===== src/rtl/des_key_schedule_seq.sv =====
// DES key-schedule engine: PC-1 on start, per-round C/D rotation, PC-2 on
// output, streaming 16 subkeys over a valid/ready handshake in encrypt
// (K1..K16) or decrypt (K16..K1) order.
//
// state | meaning
// IDLE  | waiting for start; C/D and round counter hold their last values
// RUN   | subkey_valid high, PC-2(C,D) presented, advances on handshake
// ERR   | one-cycle parity rejection, pulses parity_err
module des_key_schedule_seq #(
  parameter logic [15:0] SHIFT_MASK   = 16'h7EFC,
  parameter bit          PARITY_CHECK = 1'b0
) (
  input  logic        clk,
  input  logic        rst,
  input  logic        start,
  input  logic        decrypt,
  input  logic [63:0] key,
  output logic [47:0] subkey,
  output logic        subkey_valid,
  input  logic        subkey_ready,
  output logic [3:0]  round,
  output logic        busy,
  output logic        done,
  output logic        parity_err
);

  typedef enum logic [1:0] {IDLE, RUN, ERR} state_t;

  // Table entries are DES bit numbers, bit 1 = MSB of the source word.
  localparam int PC1_TAB [56] = '{
    57, 49, 41, 33, 25, 17,  9,  1, 58, 50, 42, 34, 26, 18,
    10,  2, 59, 51, 43, 35, 27, 19, 11,  3, 60, 52, 44, 36,
    63, 55, 47, 39, 31, 23, 15,  7, 62, 54, 46, 38, 30, 22,
    14,  6, 61, 53, 45, 37, 29, 21, 13,  5, 28, 20, 12,  4
  };

  localparam int PC2_TAB [48] = '{
    14, 17, 11, 24,  1,  5,  3, 28, 15,  6, 21, 10,
    23, 19, 12,  4, 26,  8, 16,  7, 27, 20, 13,  2,
    41, 52, 31, 37, 47, 55, 30, 40, 51, 45, 33, 48,
    44, 49, 39, 56, 34, 53, 46, 42, 50, 36, 29, 32
  };

  function automatic logic [55:0] pc1(input logic [63:0] k);
    logic [55:0] r;
    r = '0;
    for (int i = 0; i < 56; i++) r[55-i] = k[64-PC1_TAB[i]];
    return r;
  endfunction

  function automatic logic [47:0] pc2(input logic [55:0] cd);
    logic [47:0] r;
    r = '0;
    for (int i = 0; i < 48; i++) r[47-i] = cd[56-PC2_TAB[i]];
    return r;
  endfunction

  function automatic logic [27:0] rotl(input logic [27:0] v, input logic two);
    return two ? {v[25:0], v[27:26]} : {v[26:0], v[27]};
  endfunction

  function automatic logic [27:0] rotr(input logic [27:0] v, input logic two);
    return two ? {v[1:0], v[27:2]} : {v[0], v[27:1]};
  endfunction

  state_t      state_q, state_d;
  logic [27:0] c_q, c_d, d_q, d_d;
  logic [4:0]  j_q, j_d;
  logic        dec_q, dec_d;
  logic        done_q, done_d;
  logic [55:0] cd0;
  logic        parity_ok;
  logic [3:0]  enc_idx, dec_idx;
  logic [4:0]  dec_tmp;
  logic [3:0]  rnd_enc, rnd_dec;
  logic [4:0]  jm1;

  assign cd0 = pc1(key);

  // Odd parity per key byte; only enforced when the check is enabled.
  always_comb begin
    parity_ok = 1'b1;
    for (int i = 0; i < 8; i++) begin
      if (PARITY_CHECK && !(^key[8*i +: 8])) parity_ok = 1'b0;
    end
  end

  // Rotation amount indices: encrypt step j -> shift(j+1), decrypt -> shift(17-j).
  always_comb begin
    enc_idx = j_q[3:0];
    dec_tmp = 5'd16 - j_q;
    dec_idx = dec_tmp[3:0];
    jm1     = j_q - 5'd1;
    rnd_enc = jm1[3:0];
    rnd_dec = dec_tmp[3:0];
  end

  // Next-state and datapath update.
  always_comb begin
    state_d = state_q;
    c_d     = c_q;
    d_d     = d_q;
    j_d     = j_q;
    dec_d   = dec_q;
    done_d  = 1'b0;
    case (state_q)
      IDLE: begin
        if (start) begin
          if (parity_ok) begin
            dec_d   = decrypt;
            j_d     = 5'd1;
            state_d = RUN;
            if (decrypt) begin
              c_d = cd0[55:28];
              d_d = cd0[27:0];
            end else begin
              c_d = rotl(cd0[55:28], SHIFT_MASK[0]);
              d_d = rotl(cd0[27:0],  SHIFT_MASK[0]);
            end
          end else begin
            state_d = ERR;
          end
        end
      end
      RUN: begin
        if (subkey_ready) begin
          if (j_q == 5'd16) begin
            state_d = IDLE;
            done_d  = 1'b1;
            j_d     = 5'd0;
          end else begin
            j_d = j_q + 5'd1;
            if (dec_q) begin
              c_d = rotr(c_q, SHIFT_MASK[dec_idx]);
              d_d = rotr(d_q, SHIFT_MASK[dec_idx]);
            end else begin
              c_d = rotl(c_q, SHIFT_MASK[enc_idx]);
              d_d = rotl(d_q, SHIFT_MASK[enc_idx]);
            end
          end
        end
      end
      ERR:     state_d = IDLE;
      default: state_d = IDLE;
    endcase
  end

  // State and datapath registers with synchronous reset.
  always_ff @(posedge clk) begin
    if (rst) begin
      state_q <= IDLE;
      c_q     <= '0;
      d_q     <= '0;
      j_q     <= '0;
      dec_q   <= 1'b0;
      done_q  <= 1'b0;
    end else begin
      state_q <= state_d;
      c_q     <= c_d;
      d_q     <= d_d;
      j_q     <= j_d;
      dec_q   <= dec_d;
      done_q  <= done_d;
    end
  end

  assign subkey_valid = (state_q == RUN);
  assign busy         = (state_q == RUN);
  assign parity_err   = (state_q == ERR);
  assign done         = done_q;
  assign subkey       = subkey_valid ? pc2({c_q, d_q}) : 48'd0;
  assign round        = subkey_valid ? (dec_q ? rnd_dec : rnd_enc) : 4'd0;

endmodule

===== config.mk =====
export PLATFORM = sky130hd
export DESIGN_NAME = des_key_schedule_seq
export DESIGN_NICKNAME = d
export VERILOG_FILES = /design/src/rtl/des_key_schedule_seq.sv
export SDC_FILE = /design/constraint.sdc
export NUM_CORES = 1
export LEC_CHECK = 0
export CORE_UTILIZATION = 55
export DETAILED_ROUTE_END_ITERATION = 10
export PLACE_DENSITY = 0.83
export SYNTH_ARGS = -nofsm -noshare
export SYNTH_HDL_FRONTEND = slang
export SYNTH_SLANG_ARGS = --single-unit

===== constraint.sdc =====
create_clock -name clk -period 2.5 [get_ports clk]
set_input_delay 0.25 -clock clk [delete_from_list [all_inputs] [get_ports clk]]
set_output_delay 0.25 -clock clk [all_outputs]
set_load 0.02 [all_outputs]

Word-level counts from Yosys, hierarchy flattened
Memory sizes are Yosys's and may differ from the RTL's. A register that Yosys moved wholly into a read port is not among the register bits.
Cells that the tools add are included.

word-level totals
  register bits after elaboration = 65
  ROM bits = 32
  bits of input ports = 69
  output and inout bits = 56
  word-level logic and storage cells = 61
  memories = 2

cells by class
  add/subtract/negate cells = 3
  order comparisons = 2
  eq/ne operators = 7
  muxes and demuxes = 32
  bitwise operators = 2
  reduce and logical (&&, ||, !) cells = 7

memory list
  memory           depth  bits a word  read ports  clocked after Yosys merged registers in  wr ports  RTL line  RTL
  (no name shown)  16     1            1           1                                        0         138       d_d = rotl(d_q, SHIFT_MASK[enc_idx]);
  (no name shown)  16     1            1           0                                        0         135       d_d = rotr(d_q, SHIFT_MASK[dec_idx]);

operator list
  cell                                                    number
  2-to-1 mux 28 bit                                       14
  case mux 28 bit (2 select lines)                        2
  2-to-1 mux 48 bit                                       1
  2-to-1 mux 4 bit                                        4
  2-to-1 mux 5 bit                                        3
  < comparator 4 x 5 -> 1 bit (second input constant)     2
  case mux 5 bit (2 select lines)                         1
  2-to-1 mux 2 bit                                        3
  AND reduction 3 bit                                     2
  adder 5 x 1 -> 5 bit (second input constant)            1
  == test 5 bit (second input constant)                   1
  inequality test 2 x 1 -> 1 bit (second input constant)  2
  inequality test 2 bit (second input constant)           2
  case mux 2 bit (2 select lines)                         1
  AND reduction 4 bit                                     1
  subtractor 1 x 4 -> 4 bit (first input constant)        1
  subtractor 4 x 1 -> 4 bit (second input constant)       1
  2-to-1 mux 1 bit                                        3
  OR reduction 3 bit                                      1
  == test 2 x 1 -> 1 bit (second input constant)          1
  == test 2 bit (second input constant)                   1
  logical NOT 2 bit                                       1
  NOT 1 bit                                               2
  AND reduction 2 bit                                     1
  nonzero test 2 bit                                      1

Longest topological paths before layout
  depth after elaboration = 8
  mapped depth = 10
  depth with buffers taken out = 6

Least setup slack after synthesis
OpenSTA, ideal clock, no wires.

  path kind = reg2reg
  from = register j_q[0]
  to = register c_q[24]
  setup time = 0.130 ns
  data arrival time = 1.991 ns
  data required time = 2.370 ns
  slack = 0.380 ns
  cell stages (with the launch flop) = 10
  buffers on the path = 3
  clock period less this slack = 2.120 ns
  cells stage by stage = dfxtp_1 -> buf_2 -> inv_1 -> ha_1 -> or3b_1 -> o211a_1 -> buf_6 -> clkbuf_1 -> o2111ai_1 -> o211ai_1

between the ends
  word-level cells in the longest chain between the ends = 8
  elaborated cells on any way between the ends = 11
  classes of those cells = 1 x add/sub; 2 x eq/ne; 6 x mux; 1 x reduce/logical; 1 x memory

ends and longest elaborated chain
  item                              RTL line  RTL
  start, declared                   68        logic [4:0] j_q, j_d;
  start signal, assigned            161       j_q <= j_d;
  subtractor 1 x 4 -> 4 bit         91        dec_tmp = 5'd16 - j_q;
  memory (16 x 1 bit)               --
  2-to-1 mux 1 bit                  --
  2-to-1 mux 28 bit                 63        return two ? {v[1:0], v[27:2]} : {v[0], v[27:1]};
  2-to-1 mux 28 bit                 133       if (dec_q) begin
  2-to-1 mux 28 bit                 127       if (j_q == 5'd16) begin
  2-to-1 mux 28 bit                 126       if (subkey_ready) begin
  case mux 28 bit (2 select lines)  106       case (state_q)
  end signal, assigned              152       c_q <= '0;
  end signal, assigned              159       c_q <= c_d;
  end, declared                     67        logic [27:0] c_q, c_d, d_q, d_d;

Several ways; a longest one is shown, not always the timed one. The select of a mux whose other input is x is not followed.
A chain may end at the register's enable or synchronous reset.

Worst setup path in the final report
  from = register j_q[1]
  to = register d_q[9]

between the ends
  word-level cells in the longest chain between the ends = 8
  elaborated cells on any way between the ends = 11
  classes of those cells = 1 x add/sub; 2 x eq/ne; 6 x mux; 1 x reduce/logical; 1 x memory

ends and longest elaborated chain
  item                                    RTL line  RTL
  subtractor 1 x 4 -> 4 bit               91
  memory (16 x 1 bit)                     --
  2-to-1 mux 1 bit (not written as such)  135
  2-to-1 mux 28 bit                       63
  2-to-1 mux 28 bit                       133
  2-to-1 mux 28 bit                       127
  2-to-1 mux 28 bit                       126
  case mux 28 bit (2 select lines)        106
  end signal, assigned                    153       d_q <= '0;
  end signal, assigned                    160       d_q <= d_d;
  end, declared                           67

Several ways; a longest one is shown, not always the timed one. The select of a mux whose other input is x is not followed.

==> results.ini <==
[outcome]
outcome = completed

[power]
ir_drop_mv = 0.3089
p_leak_uw = 0.002769
power_per_cell_area_nw_per_um2 = 456.4

[sta]
setup_tns_ns = 0
setup_viol = 0
rsz0062_at_grt = false
maxSlewViolCount = 0
fmax_ghz = 0.4307
hold_violations = 0
finClkSkew_ns = 0.006957
whs_ns = 0.3100
period_minus_slack_ns = 2.322
worst_pin_slew_ns = 0.9906
relSlewSlack_pct = 33.73
fin_crit_sh_pct = 92.87

[worst_setup_path]
cp_max_fo = 54
cp_cell_sequence = inv_1 -> ha_1 -> nor4bb_4 -> o41ai_4 -> buf_12 -> o2111ai_1 -> o211ai_1
path_class = reg -> reg
cp-end-kind = register
crit_path_max_incr_delay_ns = 0.79
critPathRequiredTime_ns = 2.75
startpoint_type = register
crit_slowest_cell = o41ai_4
worstPathArrival_ns = 2.58

[grt]
grt_max_degree = 170
grt_pass1_vias = 7331
grt_pass1_wl_um = 37040
overflow = 0
grt_usage_pct = 34.40
antenna_found_initial = 0

[route]
totalWireLength_um = 22780
drtPass1Iterations = 6
viasPerCell = 7.154
ant_nets = 0
post_drt_wl_per_cell_um = 20.16
drc = 0
vias = 8084
drt_iter0_drc = 1043

[yosys]
synth_cell_type_count = 51
synth.avg_cell_area_um2 = 7.579
syn_nets = 995
async_flop_share_pct = 0
synth_flop_cell = dfxtp_1
yosysSeqAreaShare_pct = 18.60
syn-cell-area_um2 = 6995
ys_ff_latch = 65
synth_edf_count = 0
synthCells = 923
yosysWarnings = 0

[clock_network]
clkLatencyLatePin_ns = 0.34
cts_root_buf = clkbuf_16
cts_buffers = 9
postCtsHoldBufs = 0
cts.sinks = 65
cts.clk_slew.worst_paths_ns = 0.06
tritoncts = done
cts.htree.levels = 3
cts_buffer_depth = 2

[worst_hold_path]
min-delay-path-class = in -> reg

[place]
io_buffers = 115
place_congestion = 0.8430
hpwl_um = 12880
dpl-instance-area_um2 = 8270

[flow_run]
cap_violations = 0

[final_layout]
final_common_cell = mux2i_1
nNetsFinal = 1029
final_cell_mix = mux2i_1 (115), clkdlybuf4s50_1 (113), dfxtp_1 (62)
drive_gt1_share_pct = 6.549
num-fill-cells = 1007
area_growth_pct = 22.70
final_cell_area_um2 = 8583
antenna_cells = 0

[die]
placementRows = 40
initial_core_util_pct = 57.28
ios = 125
fp.dieW_um = 114.8
die_h_um = 114.8
core-area_um2 = 12210
dieArea_um2 = 13170

==> logic make-up after synthesis <==
logic type,count (synthesis),share of synthesized area [%]
other cells,1,0.05361
flops,65,18.60
compound gates,355,35.29
buf+inv,130,8.317
fa+ha+maj,3,0.5366
simple gates,248,20.00
xor+xnor,6,0.7512
mux,115,16.45
==> path summary, 6_finish.rpt <==
check	from	slack (ns)	depth (start not counted)	endpoint
max	j_q[1]$_SDFFE_PP0N_	0.18	7	d_q[9]$_SDFFE_PP0P_
min	rst	0.31	2	j_q[4]$_SDFFE_PP0N_
max reg2reg	j_q[1]$_SDFFE_PP0N_	0.18	7	d_q[9]$_SDFFE_PP0P_
min reg2reg	j_q[4]$_SDFFE_PP0N_	0.54	2	j_q[4]$_SDFFE_PP0N_
==> critical path: cells and delay by family (launching register included) <==
| family | cells | cell delay, ns |
|---|---|---|
| compound gates | 3 | 1.09 |
| buf+inv | 2 | 0.39 |
| fa+ha+maj | 1 | 0.22 |
| simple gates | 1 | 0.17 |
| flops | 1 | 0.33 |
==> Yosys cell counts, drive strengths merged (4+ instances only) <==
master	number	area, um^2
mux2i	115	1151
clkbuf	72	277.8
dfxtp	65	1301
nand2	61	229.0
o21ai	59	295.3
a21oi	58	290.3
a211oi	57	427.9
o211ai	57	427.9
a21boi	56	420.4
nand4	56	350.3
nor4	56	350.3
o2111ai	56	490.5
buf	53	285.3
and2	49	306.5
nor2	7	26.28
inv	5	18.77
xor2	4	35.03
==> registers in the layout, indices dropped and copies added (netlist names), named ones only <==
signal,count
c_q,28
d_q,28
dec_q,1
done,1
j_q,5
state_q,1
==> power breakdown <==
group / switching, uW / internal (uW) / total, uW
registers: 165 / 1130 / 1300
logic: 734 / 538 / 1270
clock network: 495 / 854 / 1350
==> cell type report <==
class	count	area (um^2)	area share, %
sequential	65	1305	15.20
inverter	5	21.27	0.2478
multi-input combinational	728	5167	60.20
clock inverter	2	35.03	0.4082
tap	168	210.2	2.449
clock buffer	14	274.0	3.192
timing repair buffer	148	1570	18.29
==> stage by stage <==
step	instances	total power, uW	setup WS [ns]	util (%)
2_1_floorplan	923	2081	0.3796	-
3_3_place_gp	1114	2533	0.2087	67.73
3_5_place_dp	1114	2551	0.1434	67.73
4_1_cts	1130	3885	0.1151	70.26
5_1_grt	1130	4068	0.05825	70.29
6_report	1130	3917	0.1781	70.29
==> timing repair <==
action | in CTS | in global routing
hold endpoints to repair | 0 | 0
endpoints found under the setup margin | 0 | 3
buffers inserted | 0 | 0
gates resized for setup | 0 | 1
==> per-layer routing <==
metal / routed length (um) / global-route usage (%) / share of wire, % / vias up
li1: - / - / - / 3729
met1: 9385 / 47.84 / 41 / 3777
met2: 10480 / 53.70 / 46 / 528
met3: 2396 / 3.901 / 11 / 50
met4: 514 / 15.24 / 2.3 / 0
met5: 0 / 0 / 0 / -
(Power assumes the default switching activity.)
